**config.mk**
```make
export PLATFORM = sky130hd
export DESIGN_NAME = modn_count_monitor_flat
export DESIGN_NICKNAME = d
export VERILOG_FILES = /design/src/rtl/modn_pkg.sv /design/src/rtl/modn_count_monitor_if.sv /design/src/rtl/modn_next.sv /design/src/rtl/modn_count_monitor.sv /design/src/flat_wrapper.sv
export SDC_FILE = /design/constraint.sdc
export NUM_CORES = 1
export LEC_CHECK = 0
export CAP_MARGIN = 20
export CELL_PAD_IN_SITES_DETAIL_PLACEMENT = 0
export CELL_PAD_IN_SITES_GLOBAL_PLACEMENT = 1
export CORE_MARGIN = 10
export CORE_UTILIZATION = 33
export CTS_CLUSTER_SIZE = 16
export DETAILED_ROUTE_END_ITERATION = 10
export PLACE_DENSITY_LB_ADDON = 0.1
export RECOVER_POWER = 25
export SETUP_SLACK_MARGIN = 0.05
export SLEW_MARGIN = 20
export SYNTH_ARGS = -nofsm -noshare
export SYNTH_HDL_FRONTEND = slang
export SYNTH_HIERARCHICAL = 1
export SYNTH_SLANG_ARGS = --single-unit
```
**constraint.sdc**
```tcl
create_clock -name clk -period 2 [get_ports clk]
set_input_delay 0.3 -clock clk [delete_from_list [all_inputs] [get_ports clk]]
set_output_delay 0.3 -clock clk [all_outputs]
set_load 0.03 [all_outputs]
```
**src/rtl/modn_pkg.sv**
```systemverilog
// Shared types and default sizing for the mod-N count monitor.
package modn_pkg;

  typedef enum logic [1:0] {
    SYNC  = 2'd0,
    TRACK = 2'd1,
    FAULT = 2'd2
  } state_t;

  localparam int DEF_N      = 10;
  localparam int DEF_WIDTH  = 4;
  localparam int DEF_WRAP_W = 8;
  localparam int DEF_ERR_W  = 4;

endpackage

```
**src/rtl/modn_count_monitor_if.sv**
```systemverilog
// Bus between an upstream mod-N counter and its monitor: sampled count in, status out.
interface modn_count_monitor_if
  import modn_pkg::*;
#(
  parameter int WIDTH  = DEF_WIDTH,
  parameter int WRAP_W = DEF_WRAP_W,
  parameter int ERR_W  = DEF_ERR_W
) ();

  logic [WIDTH-1:0]  count;
  logic              clr_err;
  logic              wrap_tick;
  logic [WRAP_W-1:0] wrap_cnt;
  logic              restart;
  logic              err;
  logic [ERR_W-1:0]  err_cnt;
  logic              locked;

  modport master (
    output count, clr_err,
    input  wrap_tick, wrap_cnt, restart, err, err_cnt, locked
  );

  modport slave (
    input  count, clr_err,
    output wrap_tick, wrap_cnt, restart, err, err_cnt, locked
  );

endinterface

```
**src/rtl/modn_next.sv**
```systemverilog
// Sequence arithmetic for a mod-N count: classifies the step from prev to count.
module modn_next
  import modn_pkg::*;
#(
  parameter int N     = DEF_N,
  parameter int WIDTH = DEF_WIDTH
) (
  input  logic [WIDTH-1:0] prev,
  input  logic [WIDTH-1:0] count,
  output logic             is_last,
  output logic             step_ok,
  output logic             is_restart,
  output logic             in_range
);

  localparam logic [WIDTH-1:0] LAST = WIDTH'(N - 1);

  logic [WIDTH-1:0] expected;

  assign is_last    = (prev == LAST);
  assign expected   = is_last ? '0 : prev + WIDTH'(1);
  assign step_ok    = (count == expected);
  // A zero that is not the legal successor means upstream was reset.
  assign is_restart = (count == '0) && !is_last;
  // Compare at 32 bits so N == 2**WIDTH does not truncate to zero.
  assign in_range   = (32'(count) < N);

endmodule

```
**src/rtl/modn_count_monitor.sv**
```systemverilog
// Checks that a sampled count follows the mod-N sequence; counts rollovers and illegal steps.
module modn_count_monitor
  import modn_pkg::*;
#(
  parameter int N      = DEF_N,
  parameter int WIDTH  = DEF_WIDTH,
  parameter int WRAP_W = DEF_WRAP_W,
  parameter int ERR_W  = DEF_ERR_W
) (
  input  logic                 clk,
  input  logic                 reset,
  modn_count_monitor_if.slave  bus
);

  state_t            state, state_n;
  logic [WIDTH-1:0]  prev;
  logic [WRAP_W-1:0] wrap_cnt;
  logic [ERR_W-1:0]  err_cnt;
  logic              wrap_tick, restart, err;

  logic wrap_tick_n, restart_n, err_n, wrap_inc, err_inc;
  logic is_last, step_ok, is_restart, in_range;

  modn_next #(.N(N), .WIDTH(WIDTH)) u_next (
    .prev       (prev),
    .count      (bus.count),
    .is_last    (is_last),
    .step_ok    (step_ok),
    .is_restart (is_restart),
    .in_range   (in_range)
  );

  always_comb begin
    // NOTE: every output of this block gets a default first, so no path leaves one unassigned and no latch is inferred.
    state_n     = state;
    wrap_tick_n = 1'b0;
    restart_n   = 1'b0;
    err_n       = err & ~bus.clr_err;
    wrap_inc    = 1'b0;
    err_inc     = 1'b0;

    case (state)
      SYNC: begin
        if (in_range) begin
          state_n = TRACK;
        end else begin
          err_n   = 1'b1;
          err_inc = 1'b1;
          state_n = FAULT;
        end
      end
      TRACK: begin
        if (step_ok) begin
          wrap_tick_n = is_last;
          wrap_inc    = is_last;
        end else if (is_restart) begin
          restart_n = 1'b1;
        end else begin
          err_n   = 1'b1;
          err_inc = 1'b1;
          state_n = FAULT;
        end
      end
      FAULT: begin
        // err is already high here, so the default keeps it unless clr_err drops it.
        if (bus.clr_err) state_n = SYNC;
      end
      default: state_n = SYNC;
    endcase
  end

  always_ff @(posedge clk) begin
    if (!reset) begin
      state     <= SYNC;
      prev      <= '0;
      wrap_tick <= 1'b0;
      restart   <= 1'b0;
      err       <= 1'b0;
      wrap_cnt  <= '0;
      err_cnt   <= '0;
    end else begin
      // NOTE: non-blocking assignments so every register samples pre-edge values, independent of statement order.
      state     <= state_n;
      prev      <= bus.count;
      wrap_tick <= wrap_tick_n;
      restart   <= restart_n;
      err       <= err_n;
      if (wrap_inc) wrap_cnt <= wrap_cnt + WRAP_W'(1);
      if (err_inc && !(&err_cnt)) err_cnt <= err_cnt + ERR_W'(1);
    end
  end

  assign bus.wrap_tick = wrap_tick;
  assign bus.wrap_cnt  = wrap_cnt;
  assign bus.restart   = restart;
  assign bus.err       = err;
  assign bus.err_cnt   = err_cnt;
  assign bus.locked    = (state == TRACK);

endmodule

```
**src/flat_wrapper.sv**
```systemverilog
// flat-port wrapper written by rule: the top's interface ports become plain ports
module modn_count_monitor_flat import modn_pkg::*;
#(
  parameter int N      = DEF_N,
  parameter int WIDTH  = DEF_WIDTH,
  parameter int WRAP_W = DEF_WRAP_W,
  parameter int ERR_W  = DEF_ERR_W
)
  (clk, reset, bus_count, bus_clr_err, bus_wrap_tick, bus_wrap_cnt, bus_restart, bus_err, bus_err_cnt, bus_locked);
  modn_count_monitor_if #(.WIDTH(WIDTH), .WRAP_W(WRAP_W), .ERR_W(ERR_W)) bus_i ();
  input  logic clk;
  input  logic reset;
  input wire logic [$bits(bus_i.count)-1:0] bus_count;
  input wire logic [$bits(bus_i.clr_err)-1:0] bus_clr_err;
  output wire logic [$bits(bus_i.wrap_tick)-1:0] bus_wrap_tick;
  output wire logic [$bits(bus_i.wrap_cnt)-1:0] bus_wrap_cnt;
  output wire logic [$bits(bus_i.restart)-1:0] bus_restart;
  output wire logic [$bits(bus_i.err)-1:0] bus_err;
  output wire logic [$bits(bus_i.err_cnt)-1:0] bus_err_cnt;
  output wire logic [$bits(bus_i.locked)-1:0] bus_locked;
  assign bus_i.count = bus_count;
  assign bus_i.clr_err = bus_clr_err;
  assign bus_wrap_tick = bus_i.wrap_tick;
  assign bus_wrap_cnt = bus_i.wrap_cnt;
  assign bus_restart = bus_i.restart;
  assign bus_err = bus_i.err;
  assign bus_err_cnt = bus_i.err_cnt;
  assign bus_locked = bus_i.locked;
  modn_count_monitor #(.N(N), .WIDTH(WIDTH), .WRAP_W(WRAP_W), .ERR_W(ERR_W)) u_core (.clk(clk), .reset(reset), .bus(bus_i));
endmodule
```
==> flow_results.org, run 1 <==
** Synth
- Avg Synthesized Cell Area :: 9.50 µm²
- Post-synthesis cell area :: 1040 µm²
- Summed over all instances, the cell type with the most area after synthesis is dfxtp_1.
- Primary flip-flop cell chosen by synthesis mapping :: dfxtp_1
- Sorting the synthesized cells by area gives the leading types as dfxtp_1 40%, or4_1 4.3%, mux2i_1 3.8%.
- The synthesized netlist contains 38 unique library cells.
- Portion of synthesized cell area occupied by the leading cell type :: 0.402
- Synth Register Bits :: 21
- Syn nets :: 119
- Share of the yosys chip area belonging to registers :: 0.402
- Yosys mapped a number of flops with a built-in enable equal to 0.
- For this run, asynchronously set or reset flops after synthesis account for 0.
- Synthesis handed over a netlist of 110 instances.
- YS warnings :: 6

** Job
- Number of maximum-capacitance violations :: 0

** Floorplanning
- In this run the count of I/O pins placed on the die edge is 23.
- The initial utilization of the core area, before any placement, comes to 0.342.
- Chip Width :: 76.3 µm
- Die H :: 76.3 µm
- Row generation in the floorplan step produced 20 rows.
- The total area inside the core boundary comes to 3050 µm².
- Die Footprint :: 5820 µm²

** Finish
- Of the cells placed in the final design, the portion with a size suffix greater than 1 is 0.236.
- Once layout is done, the placed cells without fillers occupy 1510 µm².
- The repair_antennas step left the layout with diodes totalling 0.
- Area growth from synthesis to layout :: 44.6%
- In the layout the commonest cells are 19 x dfxtp_1, 17 x clkdlybuf4s50_1, 11 x buf_4.
- Fill cell count :: 309
- Util after Layout :: 0.495
- In the final design database the tool counted 158 nets.
- The finished layout holds 192 standard cells, fillers aside.
- Leaving out fill and tap cells, the most frequent cell in the layout is dfxtp_1.

** Route
- DRT iter0 DRCs :: 43
- In the routed layout, each cell is associated on average with a via count of 4.92.
- For this run, design rule violations remaining after detail routing come to 0.
- Once detail routing completed, the nets flagged for antenna violations numbered 0.
- WL final :: 2.44 mm
- Total via count after detailed routing :: 945
- Drt wl/cell :: 12.7 µm
- The first detailed-routing pass took 4 iterations.

** Clock network
- Clock tree synthesis inserted a total of 3 buffers.
- Cell chosen for the clock root :: clkbuf_4
- Sink count of the clock tree :: 21
- In this run the number of H-tree levels came out at 1.
- Clock slew at reported path FFs :: 0.12 ns
- TritonCTS built the clock tree.
- Clock network latency to the later pin of the worst-skew pair :: 0.30 ns
- Max Root-Sink Buffers :: 2
- After clock tree synthesis, the flow added hold-fix buffers numbering 0.

** GRT
- The number of antenna violations at the first check in global routing was 0.
- Wire length of the first global-routing pass :: 4.35 mm
- Via count of the first global-routing pass :: 949
- Remaining global-route overflow :: 0
- Largest net degree at the start of global routing :: 14
- In the global route stage, overall resource usage came out at 0.0867.

** Setup path
- Delay of the slowest cell on the worst path :: 0.50 ns
- For the worst setup path, the data arrival time is 2.44 ns.
- CP Data Required Time :: 2.25 ns
- Along the worst path, the maximum fanout reaches 9.
- Crit Path Category :: reg -> reg
- Worst Setup End Kind :: flip-flop
- Kind of launch point of the worst setup path :: flip-flop
- Critical Path, Cell by Cell :: xor2_2 -> or4b_1 -> o211ai_2 -> nand4b_1 -> buf_6 -> or4_4 -> a21oi_2
- CP max stage cell :: or4_4

** Timing
- For the finished layout, the period the worst path requires is 2.19 ns.
- Tightest Pin Transition :: 0.426 ns
- Total Neg Setup Slack :: -1.48 ns
- For this run, the top clock speed supported by timing is 457 MHz.
- Count of final setup violators :: 14
- Setup repair after global routing missed its margin :: true
- In the finished design, the share of the clock period the worst path needs comes to 1.09.
- Final Hold Violating Endpoints :: 0
- Once routing completed, OpenROAD measured the worst setup slack at -0.190 ns.
- The worst pin sits at a relative slew slack of 0.715.
- The number of slew-limit violations in the final report was 0.
- Between clock sinks in the finished design, the worst skew comes to 0.00116 ns.

** Power and ir drop
- Power density of the placed cells :: 554 nW/µm²
- The worst-case IR drop observed on VDD is 0.000344 V.
- Static leakage power :: 0.574 nW
- Total Power Consumption :: 836 µW

** Placement
- Once placement completed, the tool counted placed cells totaling 185.
- Global placer's final weighted congestion :: 0.807
- The HPWL after detailed placement is 1.87 mm.
- Placed standard-cell area :: 1400 µm²
- During placement, the flow inserted port buffers numbering 22.

** Min path
- The min-delay analysis places its worst path in the category in -> reg.

** Status
- The checks that failed: negative setup slack.
- The flow ran to the end, but the final reports show violations.
layout make-up:
| type | instances | area, µm² | area share |
|---|---|---|---|
| Inverter | 5 | 18.8 | 0.0124 |
| Clock buffer | 3 | 22.5 | 0.0149 |
| Sequential cell | 21 | 425 | 0.282 |
| Timing Repair Buffer | 37 | 347 | 0.229 |
| Clock inverter | 1 | 5.00 | 0.00331 |
| Tap cell | 44 | 55.1 | 0.0365 |
| Multi-Input combinational cell | 81 | 637 | 0.422 |
path summary, 6_finish.rpt:
check        slack (ns)              startpoint  cells after the start                      to
max               -0.19          u_core/prev[2]                      7  u_core/bus.wrap_cnt[5]
min                0.42            bus_count[1]                      2          u_core/prev[1]
max reg2reg       -0.19          u_core/prev[2]                      7  u_core/bus.wrap_cnt[5]
min reg2reg        0.48  u_core/bus.wrap_cnt[7]                      2  u_core/bus.wrap_cnt[7]
flip-flops by register name, summed over array words and instances (netlist names):
signal / count
u_core/bus.err: 1
u_core/bus.err_cnt: 4
u_core/bus.restart: 1
u_core/bus.wrap_cnt: 8
u_core/bus.wrap_tick: 1
u_core/prev: 4
u_core/state: 2
report_power, final:
part | internal (mW) | switching [mW] | total, mW
logic | 0.0885 | 0.0821 | 0.171
clock network | 0.0746 | 0.134 | 0.209
registers | 0.436 | 0.0206 | 0.457
total | 0.600 | 0.237 | 0.836
critical path, delay by kind of cell (launching register included):
family,cells,cell delay [ns]
buffers and inverters,1,0.16
AO/OA/AOI/OAI,2,0.29
AND/OR/NAND/NOR,3,1.12
XOR/XNOR,1,0.19
flip-flops,1,0.38
metal layers:
layer / track usage / vias up / wire length [µm]
met5: 0 / - / 0
met4: 0.0112 / 0 / 12
met3: 0.0460 / 2 / 187
met2: 0.148 / 17 / 1130
met1: 0.0953 / 443 / 1110
li1: - / 483 / -
synth_stat cells (all sizes together), types with 2 or more instances:
library cell,count
xor2,4
dfxtp,21
nor3,3
a31oi,3
a21oi,6
ha,2
mux2i,4
o31ai,4
o21ai,3
inv,5
nor2,4
or4,6
clkbuf,2
nand2b,5
and2,5
or4b,2
or3,3
nand2,7
and4b,2
nand3,2
nor2b,2
cell families (layout without fill, tap and decap cells):
group                      count (synthesis)  after routing  share of synthesized area
AOI/OAI and AO/OA                         20             20                      0.129
DFF                                       21             21                      0.402
buffers and inverters                      8             46                     0.0299
muxes                                      4              4                     0.0383
adders and majority gates                  2              2                     0.0239
xor gates and xnor gates                   5              5                     0.0587
and+or+nand+nor                           50             50                      0.317
what timing repair did:
action | in CTS | in global routing
endpoints found under the setup margin | 15 | 15
pin swaps | 6 | 2
buffers inserted | 3 | 0
gates resized for setup | 12 | 6
per-stage QoR:
step                hold WS, ns  setup WS (ns)
global placement          0.460         -0.606
global route              0.424         -0.284
finish                    0.419         -0.190
floorplan                 0.427        -0.0244
detailed placement        0.468         -0.624
CTS                       0.398         -0.196
No activity file was read; power rests on OpenSTA's default activity.
==> run 2, diff against run 1 <==
--- a/config.mk
+++ b/config.mk
@@ -12,7 +12,7 @@
 export CORE_UTILIZATION = 33
 export CTS_CLUSTER_SIZE = 16
 export DETAILED_ROUTE_END_ITERATION = 10
-export PLACE_DENSITY_LB_ADDON = 0.1
+export PLACE_DENSITY = 0.76
 export RECOVER_POWER = 25
 export SETUP_SLACK_MARGIN = 0.05
 export SLEW_MARGIN = 20
==> run 2 against run 1 <==
The flow still finishes with violations (negative setup slack); clock power decreased by 4%; combinational power shrank 5%; worst setup slack got worse by 0.0036 ns; clock-buffer cell count is 1 higher; critical endpoint is now u_core/bus.wrap_cnt[3].
==> flow_results.org, run 2 (synthesized netlist as in run 1, its figures left out) <==
** Finish
- Reg with most FFs :: u_core/bus.wrap_cnt
- Max FFs per register :: 8
- Leaving out fill and tap cells, the most frequent cells in the layout are 19 x dfxtp_1, 17 x clkdlybuf4s50_1, 11 x buf_4.
- Most common cell after layout, fill and taps aside :: dfxtp_1
- In the final layout, the share of cells above drive strength 1 is 0.260.
- Compared with the post-synthesis result, the final layout area differs by 44.7%.
- Combined area of the multi-input logic cells :: 668 µm²
- After routing the design area is 1510 µm².
- For this run, the post-layout net count is 156.
- Antenna cell count :: 0
- Flip-flop and latch area :: 425 µm²
- Leaving out filler cells and counting taps, the final layout contains 190.
- The largest registers in the layout are u_core/bus.wrap_cnt (8), u_core/bus.err_cnt (4), u_core/prev (4).
- The filler cells instantiated in the layout total 316.

** Clock network
- Number of buffers added to fix hold violations after cts :: 0
- No sink is reached through more buffers than the 2 on the longest clock path.
- TritonCTS clock tree :: yes
- The tree is rooted in a clkbuf_4.
- In this run, CTS created clock tree buffers numbering 3.
- Clock network latency to the later pin of the worst-skew pair :: 0.29 ns
- The tree built by TritonCTS fans out to 21 sinks.
- After clock tree synthesis, the clock-pin slew on the worst setup and hold paths is 0.11 ns.
- In this run the number of H-tree levels came out at 1.

** Route
- The count of nets left with antenna violations once routing finished came out at 0.
- After detailed routing, the number of remaining DRC violations is 0.
- In the routed layout, each cell is associated on average with a via count of 5.09.
- Total via count after detailed routing :: 968
- DRT iter0 DRCs :: 58
- WL final :: 2.64 mm
- After detailed routing, the average wire length per cell comes to 13.9 µm.
- The pre-antenna-repair detailed-routing pass consisted of 4 iterations.

** Power and ir drop
- Static leakage power :: 0.582 nW
- Power spread over the standard cell area amounts to 543 nW/µm².
- Share of total power in the clock network :: 0.244
- Largest vdd supply drop :: 0.000270 V
- Comb power frac :: 0.197
- The internal power of the cells totals 597 µW.
- Relative contribution of sequential cells to total power :: 0.559
- Switching power summed over all nets :: 225 µW
- Of the total power, the share spent switching nets is 0.274.

** GRT
- Largest net degree at the start of global routing :: 14
- For this run, global-route usage on met2 was measured as 0.152.
- Global-route track usage on met1 :: 0.0886
- Global routing finished with a remaining overflow of 0.
- Via count of the first global-routing pass :: 970
- Layer carrying the most global-route usage :: met2
- Wire length of the first global-routing pass :: 4.27 mm
- For this run, the total global-route usage over all layers was measured as 0.0848.
- Initial antenna violation count :: 0
- Met3 Use GR :: 0.0377

** Floorplanning
- In this run the count of I/O pins placed on the die edge is 23.
- Row generation in the floorplan step produced 20 rows.
- The die is 76.3 µm tall.
- The die covers 5820 µm².
- Std-Cell Core Area :: 3050 µm²
- Chip Width :: 76.3 µm
- The initial utilization of the core area, before any placement, comes to 0.342.

** Min path
- Worst min-delay path class :: reg -> reg

** Setup path
- Buffers plus inverters on the worst setup path :: 1
- On the worst path, the slowest cell contributes a delay of 0.52 ns.
- Critical path data arrival time :: 2.43 ns
- Kind of launch point of the worst setup path :: flip-flop
- CP max stage cell :: or4b_4
- For the worst setup path, the data required time is 2.23 ns.
- The cell family contributing the most delay on the critical path is simple AND/OR/NAND/NOR gates.
- Crit Path Category :: reg -> reg
- Critical Path, Cell by Cell :: xor2_2 -> or4b_4 -> o211ai_2 -> nand4b_1 -> buf_6 -> or4_4 -> a21oi_2
- In this run the worst path has a maximum fanout of 7.
- STA classifies the critical path endpoint as a flip-flop.

** Placement
- The number of placed instances, taps included, is 183.
- Detailed placement ended at an HPWL of 1.85 mm.
- Global placer's final weighted congestion :: 0.806
- Placed standard-cell area :: 1380 µm²
- Port buffer count :: 22

** Timing
- Total Neg Setup Slack :: -1.48 ns
- Subtracting the final worst setup slack from the clock period gives 2.19 ns.
- Worst hold margin :: 0.490 ns
- Based on the critical path, the design can be clocked at up to 456 MHz.
- Setup repair after global routing missed its margin :: true
- Of the available clock period, the critical path in the final layout requires 1.10.
- Max-slew violation total from the final report :: 0
- Worst max-slew margin expressed relative to the limit :: 0.680
- Setup violations remaining at the end of the flow were counted as 12.
- Final Hold Violating Endpoints :: 0
- Worst setup slack after layout :: -0.193 ns
- At the pin with the least slew margin, the transition time is 0.479 ns.
- Clock tree skew after final layout :: 0.00137 ns

** Status
- Violations in the final reports :: negative setup slack
- Status :: finished, violations left

** Job
- Number of maximum-capacitance violations :: 0
run 2: changes by cell type in the layout (fill, tap and decap cells not counted), sizes merged:
cell    previous run  this run
buf               15        13
clkbuf             3         4
clkinv             1         0
run 2: repair_timing:
item	in CTS	in global routing
pin swaps	14	6
setup endpoints to repair	15	17
buffers inserted	3	0
resized for setup	14	9
run 2: layout make-up:
| type | instances | share of cell area |
|---|---|---|
| sequential | 21 | 0.281 |
| multi-input combinational | 81 | 0.442 |
| clock buffer | 4 | 0.0174 |
| inverter | 5 | 0.0124 |
| tap | 44 | 0.0364 |
| timing repair buffer | 35 | 0.210 |
run 2: final timing paths:
kind / cells past startpoint / slack (ns) / start / end
max reg2reg: 7 / -0.19 / u_core/prev[2] / u_core/bus.wrap_cnt[3]
max: 7 / -0.19 / u_core/prev[2] / u_core/bus.wrap_cnt[3]
min: 2 / 0.49 / u_core/bus.wrap_cnt[7] / u_core/bus.wrap_cnt[7]
min reg2reg: 2 / 0.49 / u_core/bus.wrap_cnt[7] / u_core/bus.wrap_cnt[7]
run 2: worst reg2reg max path, cell delays in order (launching register included):
cell	delay [ns]
dfxtp_4	0.38
xor2_2	0.15
or4b_4	0.52
o211ai_2	0.17
nand4b_1	0.13
buf_6	0.16
or4_4	0.48
a21oi_2	0.15
run 2: power by group through the flow:
| stage | registers, mW | clock network (mW) | logic [mW] |
|---|---|---|---|
| 3_5_place_dp | 0.468 | 0 | 0.158 |
| 3_3_place_gp | 0.467 | 0 | 0.157 |
| 4_1_cts | 0.459 | 0.208 | 0.162 |
| 6_report | 0.459 | 0.200 | 0.162 |
| 5_1_grt | 0.463 | 0.229 | 0.176 |
| 2_1_floorplan | 0.481 | 0 | 0.0743 |
run 2: metal layers:
metal	share of wire	up-vias
li1	-	483
met1	0.43	458
met3	0.072	2
met5	0	-
met2	0.49	25
met4	0.0030	0
run 2: stage by stage:
stage	total power, mW	worst slack [ns]	util
floorplan	0.555	-0.0244	-
global placement	0.623	-0.579	0.453
detailed placement	0.626	-0.631	0.453
CTS	0.829	-0.219	0.483
global route	0.868	-0.277	0.495
finish	0.821	-0.193	0.495
==> run 3, diff against run 2 <==
--- a/config.mk
+++ b/config.mk
@@ -12,6 +12,7 @@
 export CORE_UTILIZATION = 33
 export CTS_CLUSTER_SIZE = 16
 export DETAILED_ROUTE_END_ITERATION = 10
+export GPL_ROUTABILITY_DRIVEN = 0
 export PLACE_DENSITY = 0.76
 export RECOVER_POWER = 25
 export SETUP_SLACK_MARGIN = 0.05
==> results of run 3 <==
Same layout as run 2: the final DEF is identical, and so are final timing and power.
